### src/rtl/alu_control_pkg.sv
// Shared codes for the ALU control decoder and the multiply/divide sequencer.
// Build option: define ALU_CONTROL_MD_SIGNED_EN to enable signed M-group ops.
package alu_control_pkg;

`ifdef ALU_CONTROL_MD_SIGNED_EN
   localparam bit SignedEn = 1'b1;
`else
   localparam bit SignedEn = 1'b0;
`endif

   // alu_op encodings from the main decoder
   localparam logic [1:0] AluOpAdd   = 2'b00;
   localparam logic [1:0] AluOpSub   = 2'b01;
   localparam logic [1:0] AluOpRtype = 2'b10;
   localparam logic [1:0] AluOpRsvd  = 2'b11;

   // ALU control codes; AluMdOp steers the EX result mux to md_result
   typedef enum logic [3:0] {
      AluAnd  = 4'd0,
      AluOr   = 4'd1,
      AluAdd  = 4'd2,
      AluSll  = 4'd3,
      AluSrl  = 4'd4,
      AluSub  = 4'd6,
      AluSlt  = 4'd7,
      AluMdOp = 4'd8
   } alu_ctrl_e;

   localparam logic [6:0] F7Base   = 7'b0000000;
   localparam logic [6:0] F7Alt    = 7'b0100000;
   localparam logic [6:0] F7MulDiv = 7'b0000001;

   // M-group func3
   localparam logic [2:0] F3Mul    = 3'b000;
   localparam logic [2:0] F3Mulh   = 3'b001;
   localparam logic [2:0] F3Mulhsu = 3'b010;
   localparam logic [2:0] F3Mulhu  = 3'b011;
   localparam logic [2:0] F3Div    = 3'b100;
   localparam logic [2:0] F3Divu   = 3'b101;
   localparam logic [2:0] F3Rem    = 3'b110;
   localparam logic [2:0] F3Remu   = 3'b111;

   typedef enum logic [1:0] {StIdle, StRun, StDone} md_state_e;

   function automatic logic md_supported(input logic [2:0] f3);
      return SignedEn || (f3 inside {F3Mul, F3Mulhu, F3Divu, F3Remu});
   endfunction

   // rs1 treated as signed
   function automatic logic md_signed_a(input logic [2:0] f3);
      return SignedEn && (f3 inside {F3Mulh, F3Mulhsu, F3Div, F3Rem});
   endfunction

   // rs2 treated as signed
   function automatic logic md_signed_b(input logic [2:0] f3);
      return SignedEn && (f3 inside {F3Mulh, F3Div, F3Rem});
   endfunction

endpackage

### src/rtl/md_iter_core.sv
// Radix-2 iterative multiply/divide datapath. Multiply is shift-add into {acc, lo};
// divide is restoring with remainder in acc and quotient shifting into lo.
module md_iter_core
   import alu_control_pkg::*;
#(
   parameter int unsigned DATA_W = 32
) (
   input  logic              clk,
   input  logic              arst,
   input  logic              start,
   input  logic              step,
   input  logic              last,
   input  logic              fix,
   input  logic [2:0]        func3,
   input  logic [DATA_W-1:0] op_a,
   input  logic [DATA_W-1:0] op_b,
   output logic              signed_op,
   output logic [DATA_W-1:0] result
);

   logic [2:0]        f3_q;
   logic              neg_q, signed_q;
   logic [DATA_W-1:0] opnd_q, acc_q, lo_q, result_q;
   logic [DATA_W-1:0] acc_d, lo_d, result_d, mag_a, mag_b;
   logic [DATA_W:0]   mul_sum, div_sh, div_diff;
   logic              sa, sb, neg_start;

   // Selects the requested word and applies the deferred sign correction
   function automatic logic [DATA_W-1:0] pick(input logic [2:0] f3, input logic neg,
                                              input logic [DATA_W-1:0] hi,
                                              input logic [DATA_W-1:0] lo);
      logic [2*DATA_W-1:0] full;
      logic [DATA_W-1:0]   word;
      full = {hi, lo};
      if (neg) full = -full;
      word = f3[1] ? hi : lo;
      if (!f3[2]) return (f3 == F3Mul) ? full[DATA_W-1:0] : full[2*DATA_W-1:DATA_W];
      return neg ? -word : word;
   endfunction

   // Entry magnitudes, one iteration step and the result to capture
   always_comb begin
      sa    = md_signed_a(func3) & op_a[DATA_W-1];
      sb    = md_signed_b(func3) & op_b[DATA_W-1];
      mag_a = sa ? -op_a : op_a;
      mag_b = sb ? -op_b : op_b;
      // Quotient by zero stays all ones; remainder sign follows the dividend
      if (!func3[2])    neg_start = sa ^ sb;
      else if (func3[1]) neg_start = sa;
      else               neg_start = (sa ^ sb) & (|op_b);

      mul_sum  = {1'b0, acc_q} + ({1'b0, opnd_q} & {(DATA_W+1){lo_q[0]}});
      div_sh   = {acc_q, lo_q[DATA_W-1]};
      div_diff = div_sh - {1'b0, opnd_q};

      acc_d = acc_q;
      lo_d  = lo_q;
      if (!f3_q[2]) begin
         acc_d = mul_sum[DATA_W:1];
         lo_d  = {mul_sum[0], lo_q[DATA_W-1:1]};
      end else if (!div_diff[DATA_W]) begin
         acc_d = div_diff[DATA_W-1:0];
         lo_d  = {lo_q[DATA_W-2:0], 1'b1};
      end else begin
         acc_d = div_sh[DATA_W-1:0];
         lo_d  = {lo_q[DATA_W-2:0], 1'b0};
      end

      result_d = result_q;
      if (step && last && !signed_q) result_d = pick(f3_q, neg_q, acc_d, lo_d);
      else if (fix)                  result_d = pick(f3_q, neg_q, acc_q, lo_q);
   end

   // Operand latch, iteration registers and result hold
   always_ff @(posedge clk or posedge arst) begin
      if (arst) begin
         f3_q     <= '0;
         neg_q    <= 1'b0;
         signed_q <= 1'b0;
         opnd_q   <= '0;
         acc_q    <= '0;
         lo_q     <= '0;
         result_q <= '0;
      end else begin
         if (start) begin
            f3_q     <= func3;
            neg_q    <= neg_start;
            signed_q <= md_signed_a(func3);
            acc_q    <= '0;
            opnd_q   <= func3[2] ? mag_b : mag_a;
            lo_q     <= func3[2] ? mag_a : mag_b;
         end else if (step) begin
            acc_q <= acc_d;
            lo_q  <= lo_d;
         end
         result_q <= result_d;
      end
   end

   assign signed_op = signed_q;
   assign result    = result_q;

endmodule

### src/rtl/alu_control_md.sv
// ALU control decoder with an iterative multiply/divide sequencer and stall handshake.
// Build option: define ALU_CONTROL_MD_SIGNED_EN to enable MULH/MULHSU/DIV/REM.
module alu_control_md
   import alu_control_pkg::*;
#(
   parameter int unsigned DATA_W = 32
) (
   input  logic              clk,
   input  logic              arst,
   input  logic [6:0]        func7,
   input  logic [2:0]        func3,
   input  logic [1:0]        alu_op,
   input  logic              ex_valid,
   input  logic              flush,
   input  logic [DATA_W-1:0] op_a,
   input  logic [DATA_W-1:0] op_b,
   output logic [3:0]        alu_control,
   output logic              stall,
   output logic              md_done,
   output logic [DATA_W-1:0] md_result
);

   localparam int unsigned CNT_W = $clog2(DATA_W) + 1;
   localparam logic [CNT_W-1:0] CntLast = CNT_W'(DATA_W - 1);
   localparam logic [CNT_W-1:0] CntFix  = CNT_W'(DATA_W);

   md_state_e        state_q, state_d;
   logic [CNT_W-1:0] cnt_q, cnt_d;
   logic             md_req, start, step, last, fix, signed_op;

   // Single-cycle ALU code decode
   always_comb begin
      alu_control = AluAnd;
      unique case (alu_op)
         AluOpAdd:  alu_control = AluAdd;
         AluOpSub:  alu_control = AluSub;
         AluOpRsvd: alu_control = AluAnd;
         AluOpRtype: begin
            if (func7 == F7Base) begin
               case (func3)
                  3'b000:  alu_control = AluAdd;
                  3'b111:  alu_control = AluAnd;
                  3'b110:  alu_control = AluOr;
                  3'b010:  alu_control = AluSlt;
                  3'b001:  alu_control = AluSll;
                  3'b101:  alu_control = AluSrl;
                  default: alu_control = AluAnd;
               endcase
            end else if (func7 == F7Alt && func3 == 3'b000) begin
               alu_control = AluSub;
            end else if (func7 == F7MulDiv && md_supported(func3)) begin
               alu_control = AluMdOp;
            end
         end
         default: alu_control = AluAnd;
      endcase
   end

   assign md_req = ex_valid & ~flush & (alu_control == AluMdOp);

   // Sequencer next state and handshake; arst masks stall while asserted
   always_comb begin
      state_d = state_q;
      cnt_d   = cnt_q;
      stall   = 1'b0;
      md_done = 1'b0;
      start   = 1'b0;
      step    = 1'b0;
      fix     = 1'b0;
      last    = (cnt_q == CntLast);
      unique case (state_q)
         StIdle: begin
            if (md_req && !arst) begin
               stall   = 1'b1;
               start   = 1'b1;
               cnt_d   = '0;
               state_d = StRun;
            end
         end
         StRun: begin
            if (flush) begin
               state_d = StIdle;
            end else begin
               stall = 1'b1;
               cnt_d = cnt_q + CNT_W'(1);
               if (cnt_q < CntFix) step = 1'b1;
               else                fix  = 1'b1;
               if (cnt_q == (signed_op ? CntFix : CntLast)) state_d = StDone;
            end
         end
         StDone: begin
            // The instruction is still in EX here; go idle rather than restart on it
            md_done = ~flush;
            state_d = StIdle;
         end
         default: state_d = StIdle;
      endcase
   end

   // Sequencer state register
   always_ff @(posedge clk or posedge arst) begin
      if (arst) begin
         state_q <= StIdle;
         cnt_q   <= '0;
      end else begin
         state_q <= state_d;
         cnt_q   <= cnt_d;
      end
   end

   md_iter_core #(
      .DATA_W (DATA_W)
   ) u_core (
      .clk       (clk),
      .arst      (arst),
      .start     (start),
      .step      (step),
      .last      (last),
      .fix       (fix),
      .func3     (func3),
      .op_a      (op_a),
      .op_b      (op_b),
      .signed_op (signed_op),
      .result    (md_result)
   );

endmodule
### config.mk
export PLATFORM = sky130hd
export DESIGN_NAME = alu_control_md
export DESIGN_NICKNAME = d
export VERILOG_FILES = /design/src/rtl/alu_control_pkg.sv /design/src/rtl/md_iter_core.sv /design/src/rtl/alu_control_md.sv
export SDC_FILE = /design/constraint.sdc
export NUM_CORES = 1
export LEC_CHECK = 0
export ABC_AREA = 0
export BUFFER_PORTS_ARGS = -buffer_cell sky130_fd_sc_hd__buf_4
export CORE_UTILIZATION = 25
export CTS_CLUSTER_SIZE = 30
export DETAILED_ROUTE_END_ITERATION = 12
export PLACE_DENSITY = 0.52
export SKIP_LAST_GASP = 1
export SLEW_MARGIN = 30
export SYNTH_ARGS = -nofsm -noshare
export SYNTH_HDL_FRONTEND = slang
export SYNTH_SLANG_ARGS = --single-unit
export TNS_END_PERCENT = 1
### constraint.sdc
create_clock -name clk -period 5.3 [get_ports clk]
set_clock_uncertainty 0.15 [all_clocks]
set_input_delay 0.265 -clock clk [delete_from_list [all_inputs] [get_ports clk]]
set_output_delay 0.265 -clock clk [all_outputs]
set_load 0.1 [all_outputs]
==> impl_metrics.ini, run 1 <==
[floorplanning]
die_w_um = 221.1
rows = 79
start_util = 0.2556
die_area_mm2 = 0.04889
core_area_mm2 = 0.04695
die_h_um = 221.1
pin_count = 118

[sta]
setup_ws_ns = 0.8308
period_needed_ns = 4.469
rsz0062_at_grt = no
worst_pin_slew_ns = 0.9444
fin_crit_sh = 0.8432
drv_slew = 0
setup_viol = 0
final.setup.tns_ns = 0
slew_headroom = 0.3704
finalHoldViolations = 0
max_clock_freq_mhz = 223.8

[finish]
final_common_cell = nand2_1
layout_common_cells = 173 x nand2_1, 146 x buf_4, 138 x dfrtp_1
final_nets = 1768
syn2layout_area_growth_pct = 23.17
final_core_util = 0.3149
final_area_mm2 = 0.01478
drive_above_1_share = 0.1267
diodes = 0

[setup_path]
path_class = reg2reg
crit_required_ns = 5.49
cp_max_fo = 34
critPathArrivalTime_ns = 4.66
end_kind = flop
start_kind = flop

[drt]
wirelength_mm = 44.32
via_count = 12262
drc = 0
via_per_inst = 5.472
drtIter0Drc = 1011
wl_per_cell_um = 19.78
ant_nets = 0
first_pass_iters = 6

[pwr]
switchingPower_mw = 0.8178
seq_power_share = 0.391
p_per_area_mw_per_mm2 = 196.5
internal_power_mw = 2.087
power.total_mw = 2.905
p_leak_nw = 6.640
pwr-share-clk = 0.444
peakVddDrop_uv = 222.8
power.share.combinational = 0.165
p_sw_frac = 0.2815

[yosys]
async_flop_share = 1.000
synth.distinct_cells = 67
synthesis.area_mm2 = 0.01200
avgSynthCellArea_um2 = 8.050
synth-edff-count = 0
yosysSeqAreaShare = 0.2898
synth_ff_type = dfrtp_1
synth_seq_cells = 139
syn_nets = 1638
yosysWarnings = 0
syn_inst = 1491

[place]
dp_slack_ns = 0.9114
portBuffers = 117
hpwl_mm = 31.90
gp_congestion = 0.9345
placed_cell_area_mm2 = 0.01349

[status]
status = finished clean

[clock_network]
cts_buffers = 17
clkTransAtPathRegs_ns = 0.07
h-tree-depth = 4
ctsLongestPathBuffers = 2
cts_tree = built
cts_root_buf = clkbuf_16
post_cts_buffers = 0
clock_latency_ns = 0.45
clock_sinks = 139
cts_resized = 0

[flow_run]
maxCapViolations = 0

[global_routing]
grt_pass1_wl_mm = 69.41
grt_pass1_vias = 11976
grt_max_degree = 99
grt-ovfl-total = 0
grtUsageTotal = 0.1796
antenna_found_initial = 0

[hold_path]
hold_class = in2reg
-- critical path: stages, from the launching register on --
cell and delay, ns:
dfrtp_1 0.47, inv_1 0.07, ha_1 0.23, fa_1 0.41, nand2b_1 0.20, a211oi_1 0.48, o211ai_1 0.30, a31oi_1 0.24
nor4b_1 0.10, a2111oi_4 0.32, buf_4 0.52, mux2_2 0.39, o21ai_0 0.20, o21ai_0 0.13, o221a_2 0.14
-- cell type report --
type,count,area (um^2)
Clock buffer,22,474.2
Clock inverter,10,137.6
Fill cell,4912,32170
Inverter,54,210.2
Multi-Input combinational cell,1196,7954
Sequential cell,139,3482
Tap cell,607,759.5
Timing Repair Buffer,213,1767
-- power groups by stage --
stage | Combinational (mW) | Clock, mW | Sequential [mW]
final | 0.480 | 1.29 | 1.14
after CTS | 0.479 | 1.31 | 1.13
after floorplan | 0.299 | 0 | 1.13
after detailed placement | 0.432 | 0 | 1.15
after global placement | 0.428 | 0 | 1.15
after global routing | 0.528 | 1.35 | 1.14
-- cells by family after synthesis --
family                     Yosys count  share of synthesized area
muxes                              125                     0.1053
and+or+nand+nor                    455                     0.1766
adders and majority gates           68                    0.07193
DFF                                139                     0.2898
xor gates and xnor gates            58                    0.04232
AOI/OAI and AO/OA                  490                     0.2629
buffers and inverters              156                    0.05118
-- routing by layer --
metal,vias to the layer above,share of wire,track usage
li1,5764,-,-
met1,6040,0.46,0.2448
met2,385,0.46,0.2899
met3,73,0.050,0.02284
met4,0,0.026,0.06474
met5,-,0,0
-- worst paths after layout --
kind / from / to / slack [ns] / cells past startpoint
setup / recovery: u_core.lo_q[31]$_DFFE_PP0P_ / u_core.result[13]$_DFFE_PP0P_ / 0.83 / 14
hold / removal: op_b[11] / u_core.lo_q[11]$_DFFE_PP0P_ / 0.002 / 3
setup reg to reg: u_core.lo_q[31]$_DFFE_PP0P_ / u_core.result[13]$_DFFE_PP0P_ / 0.83 / 14
hold reg to reg: u_core.result[27]$_DFFE_PP0P_ / u_core.result[27]$_DFFE_PP0P_ / 0.35 / 1
max in group asynchronous: arst / u_core.opnd_q[8]$_DFFE_PP0P_ / 3.57 / 4
min in group asynchronous: arst / state_q[0]$_DFFE_PP0P_ / 0.37 / 3
-- Yosys cell counts (all sizes together) (11+ instances only) --
| library cell | count | share of area |
|---|---|---|
| a31oi | 21 | 0.011 |
| xnor2 | 36 | 0.026 |
| nand3 | 77 | 0.033 |
| clkbuf | 80 | 0.025 |
| o22ai | 17 | 0.0089 |
| inv | 54 | 0.017 |
| a221oi | 25 | 0.018 |
| nand2 | 175 | 0.055 |
| nor2b | 11 | 0.0057 |
| o21ai | 126 | 0.053 |
| a21oi | 134 | 0.056 |
| a21o | 27 | 0.017 |
| dfrtp | 139 | 0.29 |
| xor2 | 22 | 0.016 |
| ha | 65 | 0.068 |
| buf | 22 | 0.0093 |
| a211oi | 15 | 0.0094 |
| mux2i | 115 | 0.096 |
| nor2 | 82 | 0.026 |
| o221ai | 34 | 0.025 |
| nor3 | 20 | 0.0083 |
| nand4 | 12 | 0.0063 |
| and2 | 34 | 0.018 |
-- state kept, by name, indices dropped and copies added (netlist names) --
register / count
u_core.lo_q: 32
u_core.acc_q: 32
u_core.f3_q: 3
u_core.result: 32
state_q: 2
cnt_q: 6
u_core.opnd_q: 32
-- stage by stage --
| stage | hold slack [ns] | std cells |
|---|---|---|
| global placement | 0.3454 | 2142 |
| floorplan | 0.2656 | 1491 |
| detailed placement | 0.3389 | 2142 |
| finish | 0.001942 | 2241 |
| global route | 0.01364 | 2241 |
| CTS | 0.0001477 | 2241 |
-- repair_timing --
action | 4_1_cts | 5_1_grt
setup endpoints to repair | 0 | 0
hold endpoints to repair | 135 | 0
hold buffers | 67 | 0
Note: power is estimated with default switching activity, not from simulation.
==> run 2, diff against run 1 <==
ABC_AREA = 1   (was 0)
PLACE_DENSITY = 0.53   (was 0.52)
clock period = 4.1 ns   (was 5.3 ns; I/O delays follow)
==> run 2 against run 1 <==
Net effect: global-route usage rose by 2.3 points; setup slack got worse by 0.18 ns; register-to-register slack got worse by 0.18 ns; sequential share of layout area shrank 2.3 points; core utilization down 0.49 points; wire length up 24%; non-clock buffer count up 5; cell count is 32% higher; clock power grew 28%; hold slack improved by 0.0043 ns; largest power group is now combinational cells; highest routed layer is now met5.
==> impl_metrics.ini, run 2 <==
[status]
status = finished clean

[sta]
rsz0062_at_grt = no
setup_ws_ns = 0.6551
slew_headroom = 0.3944
fin_crit_sh = 0.8402
max_clock_freq_mhz = 290.3
drv_slew = 0
setup_viol = 0
worst_pin_slew_ns = 0.9028
period_needed_ns = 3.445
final.setup.tns_ns = 0
finalHoldViolations = 0

[yosys]
syn_inst = 2103
syn_nets = 2250
synth.distinct_cells = 54
yosysMostFrequentCell = nand2_1
synthesis.area_mm2 = 0.01342
synth_ff_type = dfrtp_1
synth_top_cell_area_share = 0.2593
synth_common_cells = 617 x nand2_1, 289 x inv_1, 174 x nor2_1, 141 x nand3_1, 139 x dfrtp_1
synth_area_leaders = dfrtp_1 26%, nand2_1 17%, inv_1 8.1%
synth_seq_cells = 139
synth-edff-count = 0
synth_top_area_cell = dfrtp_1
avgSynthCellArea_um2 = 6.380
yosysWarnings = 0
yosysSeqAreaShare = 0.2593
async_flop_share = 1.000

[finish]
diodes = 0
final_core_util = 0.3100
final_common_cell = nand2_1
instances_no_fill = 2959
drive_above_1_share = 0.1066
layout_common_cells = 617 x nand2_1, 288 x inv_1, 173 x nor2_1
final_area_mm2 = 0.01635
final_nets = 2405
syn2layout_area_growth_pct = 21.89

[place]
dp.cells = 2852
portBuffers = 117
placed_cell_area_mm2 = 0.01501
dp_slack_ns = 0.6561
hpwl_mm = 42.16
gp_congestion = 0.9566

[drt]
via_count = 14831
first_pass_iters = 5
drc = 0
via_per_inst = 5.012
wl_met2_mm = 25.17
wl_met1_mm = 25.67
drtIter0Drc = 1420
dr.max_layer_used = met5
ant_nets = 0
wl_per_cell_um = 18.56
wirelength_mm = 54.92
route.met3.wl_mm = 2.624

[flow_run]
maxCapViolations = 0

[pwr]
peakVddDrop_uv = 284.2
p_leak_nw = 8.376
p_per_area_mw_per_mm2 = 300.0

[setup_path]
end_kind = flop
crit_required_ns = 4.29
path_class = reg2reg
critPathArrivalTime_ns = 3.64
cp_max_fo = 35
start_kind = flop
ff2ff_path_depth = 21

[floorplanning]
die_h_um = 233.7
start_util = 0.2543
die_w_um = 233.7
die_area_mm2 = 0.05460
core_area_mm2 = 0.05276
rows = 84
pin_count = 118

[global_routing]
grt_max_degree = 140
grt_pass1_vias = 14357
grtUsageTotal = 0.2029
grt_pass1_wl_mm = 84.52
grt-ovfl-total = 0
antenna_found_initial = 1

[clock_network]
cts_buffers = 17
h-tree-depth = 4
cts_root_buf = clkbuf_16
clkTransAtPathRegs_ns = 0.07
clock_latency_ns = 0.46
cts_resized = 0
post_cts_buffers = 0
ctsLongestPathBuffers = 2
clock_sinks = 139
cts_tree = built

[hold_path]
hold_depth = 3
hold_class = in2reg
[run 2: changes by cell type after synthesis, moves of 34 or more]
cell      delta
inv_1      +235
a21oi_1     -46
clkbuf_1    -39
nor2_1      +92
nand3_1     +65
and2_1      -34
nor3_1      +36
mux2i_1     -51
nand2_1    +442
[run 2: metrics by stage]
| stage | hold slack (ns) | power (mW) |
|---|---|---|
| 4_1_cts | 0.0003166 | 4.907 |
| 2_1_floorplan | 0.2496 | 2.670 |
| 3_5_place_dp | 0.3165 | 3.189 |
| 5_1_grt | 0.02477 | 5.182 |
| 6_report | 0.006278 | 4.905 |
| 3_3_place_gp | 0.3170 | 3.184 |
[run 2: final timing paths]
path | from | to | slack (ns)
max in group asynchronous | arst | u_core.opnd_q[5]$_DFFE_PP0P_ | 2.71
max reg2reg | u_core.lo_q[31]$_DFFE_PP0P_ | u_core.result[29]$_DFFE_PP0P_ | 0.66
min in group asynchronous | arst | cnt_q[5]$_DFFE_PP0P_ | 0.41
max | u_core.lo_q[31]$_DFFE_PP0P_ | u_core.result[29]$_DFFE_PP0P_ | 0.66
min | op_b[6] | u_core.lo_q[6]$_DFFE_PP0P_ | 0.006
min reg2reg | u_core.result[13]$_DFFE_PP0P_ | u_core.result[13]$_DFFE_PP0P_ | 0.34
[run 2: worst max-delay path, stage by stage (launching register included)]
cell	delay, ns
dfrtp_1	0.37
inv_1	0.13
ha_1	0.25
fa_1	0.44
inv_1	0.10
nand2_1	0.07
nand2_1	0.09
nand3_1	0.08
nand2_2	0.10
nand2_1	0.07
nand2_2	0.11
nand2_2	0.08
nand2_2	0.09
nand2_2	0.06
nand2_4	0.38
nand3_1	0.22
nand2_1	0.11
nand2_1	0.10
nand2_1	0.08
nand3_1	0.08
nand2_1	0.10
nand2_1	0.06
[run 2: area by class of cell]
class | instances | area (um^2)
multi-input cells | 1590 | 8452
inverters | 292 | 1100
fillers | 5870 | 36410
well taps | 688 | 860.8
clock inverters | 14 | 157.7
repair buffers | 218 | 1862
clock buffers | 18 | 439.2
flip-flops and latches | 139 | 3482
[run 2: layer usage]
layer | up-vias | track usage
met2 | 488 | 0.3307
met3 | 81 | 0.01904
li1 | 7236 | -
met4 | 2 | 0.06453
met5 | - | 0
met1 | 7024 | 0.2797
[run 2: repair_timing]
item,CTS,global route
endpoints found under the setup margin,0,0
hold buffers,75,0
endpoints found under the hold margin,154,0
[run 2: logic make-up (layout without fill, tap and decap cells)]
family                   count (synthesis)  count (layout)  share of synthesized area
AO/OA/AOI/OAI                          357             357                     0.1591
multiplexers                            64              64                    0.04775
buffers and inverters                  374             542                     0.1122
flip-flops                             139             139                     0.2593
adder cells (fa/ha/maj)                 67              67                    0.06360
AND/OR/NAND/NOR                       1082            1082                     0.3451
XOR/XNOR                                20              20                    0.01306
[run 2: report_power, final]
group	leakage [nW]	switching, mW	internal, mW
combinational	6.29	1.11	0.587
clock	0.290	0.723	0.925
sequential	1.80	0.117	1.45
total	8.38	1.95	2.96
